**src/rtl/div_pkg.sv**
```systemverilog
// Shared types for the round-robin divider scheduler.
// FSM state, default widths and the response record.
package div_pkg;

  localparam int DIV_WIDTH   = 16;
  localparam int DIV_NUM_REQ = 4;
  localparam int DIV_ID_W    = $clog2(DIV_NUM_REQ);

  typedef enum logic [1:0] {
    IDLE,
    CALC,
    RESP
  } arb_state_t;

  typedef struct packed {
    logic [DIV_ID_W-1:0]  id;
    logic [DIV_WIDTH-1:0] quotient;
    logic [DIV_WIDTH-1:0] remainder;
    logic                 dbz;
  } rsp_t;

endpackage

```
**src/rtl/div_arbiter_if.sv**
```systemverilog
// Request/response bundle between requesters, consumer and div_arbiter.
// master: requesters + consumer side; slave: the arbiter.
interface div_arbiter_if
  import div_pkg::*;
#(
  parameter int NUM_REQ = DIV_NUM_REQ,
  parameter int WIDTH   = DIV_WIDTH
);
  localparam int IDW = $clog2(NUM_REQ);

  logic [NUM_REQ-1:0]       req_valid;
  logic [NUM_REQ*WIDTH-1:0] req_dividend;
  logic [NUM_REQ*WIDTH-1:0] req_divisor;
  logic [NUM_REQ-1:0]       req_ready;
  logic                     rsp_valid;
  logic                     rsp_ready;
  logic [IDW-1:0]           rsp_id;
  logic [WIDTH-1:0]         rsp_quotient;
  logic [WIDTH-1:0]         rsp_remainder;
  logic                     rsp_dbz;
  logic                     busy;

  modport master (
    output req_valid, req_dividend, req_divisor, rsp_ready,
    input  req_ready, rsp_valid, rsp_id,
    input  rsp_quotient, rsp_remainder, rsp_dbz, busy
  );

  modport slave (
    input  req_valid, req_dividend, req_divisor, rsp_ready,
    output req_ready, rsp_valid, rsp_id,
    output rsp_quotient, rsp_remainder, rsp_dbz, busy
  );

endinterface

```
**src/rtl/div_core.sv**
```systemverilog
// Iterative unsigned restoring divider, one quotient bit per cycle.
// Ports: clk, rst_n, start, dividend, divisor -> done, quotient, remainder.
module div_core
  import div_pkg::*;
#(
  parameter int WIDTH = DIV_WIDTH
) (
  input  logic             clk,
  input  logic             rst_n,
  input  logic             start,
  input  logic [WIDTH-1:0] dividend,
  input  logic [WIDTH-1:0] divisor,
  output logic             done,
  output logic [WIDTH-1:0] quotient,
  output logic [WIDTH-1:0] remainder
);
  localparam int CW = $clog2(WIDTH);

  logic [WIDTH-1:0] r_acc;
  logic [WIDTH-1:0] r_q;
  logic [WIDTH-1:0] r_dvs;
  logic [CW-1:0]    r_cnt;
  logic             r_run;
  logic [WIDTH:0]   w_sh;
  logic [WIDTH:0]   w_trial;

  // Shifted acc keeps its carry-out bit so a divisor above
  // 2^(WIDTH-1) still compares correctly.
  assign w_sh    = {r_acc, r_q[WIDTH-1]};
  assign w_trial = w_sh - {1'b0, r_dvs};

  assign done      = r_run && (r_cnt == CW'(WIDTH - 1));
  assign quotient  = r_q;
  assign remainder = r_acc;

  always_ff @(posedge clk) begin
    if (!rst_n) begin
      r_acc <= '0;
      r_q   <= '0;
      r_dvs <= '0;
      r_cnt <= '0;
      r_run <= 1'b0;
    end else if (start) begin
      r_acc <= '0;
      r_q   <= dividend;
      r_dvs <= divisor;
      r_cnt <= '0;
      r_run <= 1'b1;
    end else if (r_run) begin
      if (w_trial[WIDTH]) begin
        r_acc <= w_sh[WIDTH-1:0];
        r_q   <= {r_q[WIDTH-2:0], 1'b0};
      end else begin
        r_acc <= w_trial[WIDTH-1:0];
        r_q   <= {r_q[WIDTH-2:0], 1'b1};
      end
      r_cnt <= r_cnt + 1'b1;
      if (done) r_run <= 1'b0;
    end
  end

endmodule

```
**src/rtl/div_arbiter.sv**
```systemverilog
// Round-robin scheduler sharing one div_core among NUM_REQ requesters.
// Ports: clk, rst_n, bus (div_arbiter_if.slave: requests, response, busy).
module div_arbiter
  import div_pkg::*;
#(
  parameter int NUM_REQ = DIV_NUM_REQ,
  parameter int WIDTH   = DIV_WIDTH
) (
  input logic          clk,
  input logic          rst_n,
  div_arbiter_if.slave bus
);
  localparam int IDW = $clog2(NUM_REQ);
  localparam int SW  = IDW + 1;

  arb_state_t     r_state;
  arb_state_t     w_next;
  logic [IDW-1:0] r_last;
  logic [IDW-1:0] w_win;
  logic [SW-1:0]  w_sum;
  logic           w_found;
  logic           w_acc;
  logic           w_zero;
  logic           w_start;
  logic           w_done;
  logic           w_rv;
  logic [WIDTH-1:0] w_dvd;
  logic [WIDTH-1:0] w_dvs;
  logic [WIDTH-1:0] w_q;
  logic [WIDTH-1:0] w_r;
  rsp_t           r_rsp;
  rsp_t           w_rsp;

  // First valid requester searching upward from r_last+1.
  always_comb begin
    w_found = 1'b0;
    w_win   = '0;
    w_sum   = '0;
    for (int k = 1; k <= NUM_REQ; k++) begin
      w_sum = {1'b0, r_last} + SW'(k);
      if (w_sum >= SW'(NUM_REQ)) w_sum = w_sum - SW'(NUM_REQ);
      if (!w_found && bus.req_valid[w_sum[IDW-1:0]]) begin
        w_found = 1'b1;
        w_win   = w_sum[IDW-1:0];
      end
    end
  end

  assign w_acc   = (r_state == IDLE) && rst_n && w_found;
  assign w_dvd   = bus.req_dividend[w_win*WIDTH +: WIDTH];
  assign w_dvs   = bus.req_divisor[w_win*WIDTH +: WIDTH];
  assign w_zero  = (w_dvs == '0);
  assign w_start = w_acc && !w_zero;

  always_comb begin
    bus.req_ready = '0;
    for (int i = 0; i < NUM_REQ; i++)
      bus.req_ready[i] = w_acc && (w_win == IDW'(i));
  end

  div_core #(.WIDTH(WIDTH)) u_core (
    .clk       (clk),
    .rst_n     (rst_n),
    .start     (w_start),
    .dividend  (w_dvd),
    .divisor   (w_dvs),
    .done      (w_done),
    .quotient  (w_q),
    .remainder (w_r)
  );

  always_ff @(posedge clk) begin
    if (!rst_n) r_state <= IDLE;
    else        r_state <= w_next;
  end

  always_comb begin
    w_next = r_state;
    unique case (r_state)
      IDLE: if (w_acc) w_next = w_zero ? RESP : CALC;
      CALC: if (w_done) w_next = RESP;
      RESP: if (bus.rsp_ready) w_next = IDLE;
      default: w_next = IDLE;
    endcase
  end

  // Divide-by-zero result is built here; a normal result stays
  // in the idle core registers for the whole RESP phase.
  always_ff @(posedge clk) begin
    if (!rst_n) begin
      r_last <= IDW'(NUM_REQ - 1);
      r_rsp  <= '0;
    end else if (w_acc) begin
      r_last          <= w_win;
      r_rsp.id        <= DIV_ID_W'(w_win);
      r_rsp.dbz       <= w_zero;
      r_rsp.quotient  <= '0;
      r_rsp.remainder <= w_zero ? DIV_WIDTH'(w_dvd) : '0;
    end
  end

  always_comb begin
    w_rsp = r_rsp;
    if (!r_rsp.dbz) begin
      w_rsp.quotient  = DIV_WIDTH'(w_q);
      w_rsp.remainder = DIV_WIDTH'(w_r);
    end
  end

  assign w_rv              = (r_state == RESP);
  assign bus.rsp_valid     = w_rv;
  assign bus.rsp_id        = w_rv ? IDW'(w_rsp.id) : '0;
  assign bus.rsp_quotient  = w_rv ? WIDTH'(w_rsp.quotient) : '0;
  assign bus.rsp_remainder = w_rv ? WIDTH'(w_rsp.remainder) : '0;
  assign bus.rsp_dbz       = w_rv && w_rsp.dbz;
  assign bus.busy          = (r_state != IDLE);

endmodule

```
**src/flat_wrapper.sv**
```systemverilog
// flat-port wrapper written by rule: the top's interface ports become plain ports
module div_arbiter_flat import div_pkg::*;
#(
  parameter int NUM_REQ = DIV_NUM_REQ,
  parameter int WIDTH   = DIV_WIDTH
)
  (clk, rst_n, bus_req_valid, bus_req_dividend, bus_req_divisor, bus_rsp_ready, bus_req_ready, bus_rsp_valid, bus_rsp_id, bus_rsp_quotient, bus_rsp_remainder, bus_rsp_dbz, bus_busy);
  div_arbiter_if #(.NUM_REQ(NUM_REQ), .WIDTH(WIDTH)) bus_i ();
  input logic clk;
  input logic rst_n;
  input wire logic [$bits(bus_i.req_valid)-1:0] bus_req_valid;
  input wire logic [$bits(bus_i.req_dividend)-1:0] bus_req_dividend;
  input wire logic [$bits(bus_i.req_divisor)-1:0] bus_req_divisor;
  input wire logic [$bits(bus_i.rsp_ready)-1:0] bus_rsp_ready;
  output wire logic [$bits(bus_i.req_ready)-1:0] bus_req_ready;
  output wire logic [$bits(bus_i.rsp_valid)-1:0] bus_rsp_valid;
  output wire logic [$bits(bus_i.rsp_id)-1:0] bus_rsp_id;
  output wire logic [$bits(bus_i.rsp_quotient)-1:0] bus_rsp_quotient;
  output wire logic [$bits(bus_i.rsp_remainder)-1:0] bus_rsp_remainder;
  output wire logic [$bits(bus_i.rsp_dbz)-1:0] bus_rsp_dbz;
  output wire logic [$bits(bus_i.busy)-1:0] bus_busy;
  assign bus_i.req_valid = bus_req_valid;
  assign bus_i.req_dividend = bus_req_dividend;
  assign bus_i.req_divisor = bus_req_divisor;
  assign bus_i.rsp_ready = bus_rsp_ready;
  assign bus_req_ready = bus_i.req_ready;
  assign bus_rsp_valid = bus_i.rsp_valid;
  assign bus_rsp_id = bus_i.rsp_id;
  assign bus_rsp_quotient = bus_i.rsp_quotient;
  assign bus_rsp_remainder = bus_i.rsp_remainder;
  assign bus_rsp_dbz = bus_i.rsp_dbz;
  assign bus_busy = bus_i.busy;
  div_arbiter #(.NUM_REQ(NUM_REQ), .WIDTH(WIDTH)) u_core (.clk(clk), .rst_n(rst_n), .bus(bus_i));
endmodule
```
**config.mk**
```make
export PLATFORM = sky130hd
export DESIGN_NAME = div_arbiter_flat
export DESIGN_NICKNAME = d
export VERILOG_FILES = /design/src/rtl/div_pkg.sv /design/src/rtl/div_arbiter_if.sv /design/src/rtl/div_core.sv /design/src/rtl/div_arbiter.sv /design/src/flat_wrapper.sv
export SDC_FILE = /design/constraint.sdc
export NUM_CORES = 1
export LEC_CHECK = 0
export CORE_UTILIZATION = 47
export DETAILED_ROUTE_END_ITERATION = 10
export PLACE_DENSITY = 0.91
export SLEW_MARGIN = 10
export SYNTH_ARGS = -nofsm -noshare
export SYNTH_HDL_FRONTEND = slang
export SYNTH_HIERARCHICAL = 1
export SYNTH_SLANG_ARGS = --single-unit
```
**constraint.sdc**
```tcl
create_clock -name clk -period 5.6 [get_ports clk]
set_clock_uncertainty 0.05 [all_clocks]
set_input_delay 1.12 -clock clk [delete_from_list [all_inputs] [get_ports clk]]
set_output_delay 1.12 -clock clk [all_outputs]
set_load 0.05 [all_outputs]
```
==> impl_metrics.json <==
{
  "outcome": "completed",
  "synth_enable_flop_cells": 0,
  "detailedRoute.firstIterationViolations": 414,
  "ys_top_cells_by_count": "sky130_fd_sc_hd__mux2i_1 (103), sky130_fd_sc_hd__nand2_1 (81), sky130_fd_sc_hd__dfxtp_1 (76)",
  "drt-met1-wl_mm": 6.69,
  "syn_inst": 621,
  "power_mw": 2.28,
  "grt_setup_unrepaired": "no",
  "share_of_cells_above_drive_strength_1_pct": 8.31,
  "firstDrtPassIters": 5,
  "clock_power_share_pct": 26.4,
  "placeableCoreArea_sq_um": 11000,
  "number_of_antenna_violations_at_the_first_check_in_global_routing": 0,
  "synth.ff_latch_count": 76,
  "numClockSinks": 76,
  "placement.cell_area_sq_um": 7280,
  "first_global_vias": 5393,
  "starting_density_pct": 49.1,
  "cts_tree": "done",
  "routed-wl-met2_mm": 8.66,
  "power.combinational.fraction_pct": 44.9,
  "layout-area-overhead-vs-synth_pct": 40.2,
  "route.top_layer_used": "met4",
  "finalWeightedCongestion": 0.881,
  "htree_levels": 3,
  "cts-buffers-inserted": 9,
  "dieWidth_microns": 109,
  "power_report.internal_total_mw": 1.44,
  "peakVddDrop_mv": 0.194,
  "drc": 0,
  "p_per_area_nw_per_um2": 300,
  "power.switching_fraction_pct": 36.7,
  "min_path_type": "flop to flop",
  "met3RoutedLength_mm": 1.48,
  "synth.top_cell.area_share_pct": 28.1,
  "power.sequential.fraction_pct": 28.8,
  "yosysWarnings": 6,
  "worstPathMaxFanout": 20,
  "floorplan.die.height_microns": 109,
  "ys_seq_area_share_pct": 28.1,
  "dieArea_sq_um": 12000,
  "critical_path_arrival_ns": 5.14,
  "row_count": 38,
  "total_leakage_power_nw": 3.01,
  "maxClockFrequency_mhz": 203,
  "net-switching-power_uw": 836,
  "worst-endpoint-required_ns": 5.82,
  "setup.worst_path.end_class": "flop",
  "critical_path.startpoint_type": "primary input",
  "synth_async_sr_flop_share_pct": 0,
  "cell_with_the_biggest_individual_delay_on_the_critical_path": "sky130_fd_sc_hd__mux4_2",
  "postCtsSetupBuffers": 0,
  "synthMostInstantiatedCell": "sky130_fd_sc_hd__mux2i_1",
  "max-slew-margin-rel_pct": 29.2,
  "ys_dominant_reg_cell": "sky130_fd_sc_hd__dfxtp_1",
  "critical-path-max-stage-delay_ns": 0.59,
  "final-hold-violation-count": 0,
  "clk_pin_slew_ns": 0.06,
  "clock-root-buffer": "sky130_fd_sc_hd__clkbuf_16",
  "grt_first_pass_wirelength_mm": 27.1,
  "dp_hpwl_mm": 13.4,
  "critical_path_cell_count": 15,
  "final.min_clock_period_ns": 4.92,
  "grt_overflow": 0,
  "timing_worst_setup_path_type": "primary input to flop",
  "bufs_on_longest_clock_path": 2,
  "worst_path_most_repeated_cell": "sky130_fd_sc_hd__buf_4",
  "path_delay_family": "buffers and inverters",
  "cts.hold.buffers_added": 0,
  "timing.critical_path.cells": "clkdlybuf4s50_1 -> nand2b_1 -> o21ai_1 -> a211oi_4 -> buf_4 -> mux4_2 -> nor4_1 -> nand4_1 -> buf_4 -> and2_1 -> nor2b_1 -> buf_4 -> nand3_1 -> o21ai_0 -> a31o_2",
  "worstRegToRegCells": 14,
  "cell_types_occupying_the_most_area_after_synthesis": "sky130_fd_sc_hd__dfxtp_1 (28%), sky130_fd_sc_hd__mux2i_1 (19%), sky130_fd_sc_hd__mux4_2 (6.6%)",
  "finalMaxSlewViolations": 0,
  "largest_net_degree_at_the_start_of_global_routing": 51,
  "worst-path-buf-inv": 4,
  "via_per_inst": 5.94,
  "pin_count": 176,
  "final_design_area_no_fill_sq_um": 7600,
  "worst_skew_pair.late_latency_ns": 0.33,
  "tot_gr_track_use_pct": 29.9,
  "holdPathStages": 2,
  "tns_ns": 0,
  "worstMarginPinSlew_ns": 1.06,
  "detail_route.wirelength_mm": 17.5,
  "number_of_max_cap_violations": 0,
  "buffer_ports.inserted": 175,
  "synth_largest_area_cell": "sky130_fd_sc_hd__dfxtp_1",
  "timing.final.setup_violations": 0,
  "finalNetCount": 930,
  "detail-route-antenna-nets": 0,
  "timing.final.crit_share_pct": 87.9,
  "routed-via-count": 5475,
  "avgRoutedWirePerCell_microns": 19.0,
  "syn_avg_cell_area_sq_um": 8.73,
  "synth_nets": 774,
  "post_synth_instance_area_sq_um": 5420,
  "antenna_diode_count": 0,
  "synthDistinctLibCells": 63,
  "post_cts_repair_resize_count": 0
}
stage by stage:
step,setup WS [ns],hold slack (ns),utilization [%],cells
3_5_place_dp,0.457,0.388,66.0,906
5_1_grt,0.406,0.422,68.9,922
3_3_place_gp,0.729,0.384,66.0,906
4_1_cts,0.745,0.395,68.9,922
2_1_floorplan,1.12,0.375,-,621
6_report,0.680,0.395,68.9,922
worst register-to-register path, cell delays in order, from the launching register on:
cell and delay, ns:
sky130_fd_sc_hd__dfxtp_1 0.39, sky130_fd_sc_hd__nand2b_1 0.17, sky130_fd_sc_hd__o21ai_1 0.16, sky130_fd_sc_hd__a211oi_4 0.28
sky130_fd_sc_hd__buf_4 0.36, sky130_fd_sc_hd__mux4_2 0.60, sky130_fd_sc_hd__nor4_1 0.43, sky130_fd_sc_hd__nand4_1 0.22
sky130_fd_sc_hd__buf_4 0.27, sky130_fd_sc_hd__and2_1 0.23, sky130_fd_sc_hd__nor2b_1 0.18, sky130_fd_sc_hd__buf_4 0.20
sky130_fd_sc_hd__nand3_1 0.09, sky130_fd_sc_hd__o21ai_0 0.25, sky130_fd_sc_hd__a31o_2 0.13
area by class of cell:
class                   count  area, sq um
clock inverters             3         43.8
clock buffers              13          270
inverters                  24         90.1
repair buffers            185         1850
well taps                 140          175
multi-input cells         481         3650
fillers                   794         3430
flip-flops and latches     76         1520
power groups by stage:
stage | clock (mW) | combinational [mW] | sequential, mW
3_3_place_gp | 0 | 0.971 | 0.660
6_report | 0.602 | 1.02 | 0.656
2_1_floorplan | 0 | 0.757 | 0.629
4_1_cts | 0.600 | 1.01 | 0.653
5_1_grt | 0.629 | 1.10 | 0.661
3_5_place_dp | 0 | 0.999 | 0.663
logic make-up (layout without fill, tap and decap cells):
family | Yosys count | in the layout | synth area share (%)
compound gates | 128 | 128 | 16.3
xor+xnor | 18 | 18 | 3.19
fa+ha+maj | 18 | 18 | 4.29
buf+inv | 64 | 225 | 4.96
flops | 76 | 76 | 28.1
mux | 119 | 119 | 25.7
simple gates | 198 | 198 | 17.5
path summary, 6_finish.rpt:
| kind | from | end | slack [ns] |
|---|---|---|---|
| setup reg to reg | u_core/r_last[0] | u_core/u_core/remainder[8] | 1.52 |
| hold reg to reg | u_core/r_rsp[1] | u_core/r_rsp[1] | 0.39 |
| setup / recovery | bus_req_valid[1] | u_core/u_core/remainder[8] | 0.68 |
| hold / removal | u_core/r_rsp[1] | u_core/r_rsp[1] | 0.39 |
layer usage:
| metal | vias up | track usage (%) |
|---|---|---|
| met1 | 2554 | 35.9 |
| met4 | 0 | 12.7 |
| li1 | 2533 | - |
| met2 | 330 | 51.1 |
| met3 | 58 | 7.23 |
| met5 | - | 0 |
placed cells by master, fill, tap and decap left out, types with 9 or more instances in the layout:
| cell | Yosys | final |
|---|---|---|
| sky130_fd_sc_hd__ha_1 | 17 | 17 |
| sky130_fd_sc_hd__dfxtp_1 | 76 | 75 |
| sky130_fd_sc_hd__nor2b_1 | 18 | 17 |
| sky130_fd_sc_hd__inv_1 | 22 | 22 |
| sky130_fd_sc_hd__xnor2_1 | 9 | 9 |
| sky130_fd_sc_hd__o21ai_1 | 17 | 17 |
| sky130_fd_sc_hd__o21ai_0 | 22 | 22 |
| sky130_fd_sc_hd__mux4_2 | 16 | 16 |
| sky130_fd_sc_hd__buf_4 | 1 | 10 |
| sky130_fd_sc_hd__nor2_1 | 36 | 36 |
| sky130_fd_sc_hd__a21oi_1 | 33 | 32 |
| sky130_fd_sc_hd__o211a_1 | 15 | 15 |
| sky130_fd_sc_hd__nand2_1 | 81 | 81 |
| sky130_fd_sc_hd__mux2i_1 | 103 | 103 |
| sky130_fd_sc_hd__and2_1 | 20 | 20 |
| sky130_fd_sc_hd__clkbuf_16 | 0 | 9 |
| sky130_fd_sc_hd__clkdlybuf4s50_1 | 0 | 173 |
state kept, by name, summed over array words and instances, names as in the netlist:
register and cells:
u_core/u_core/remainder 16, u_core/r_rsp 19, u_core/r_last 2, u_core/u_core/r_run 1
u_core/u_core/r_dvs 16, u_core/r_state 2, u_core/u_core/quotient 16, u_core/u_core/r_cnt 4
No activity file was read; power rests on OpenSTA's default activity.
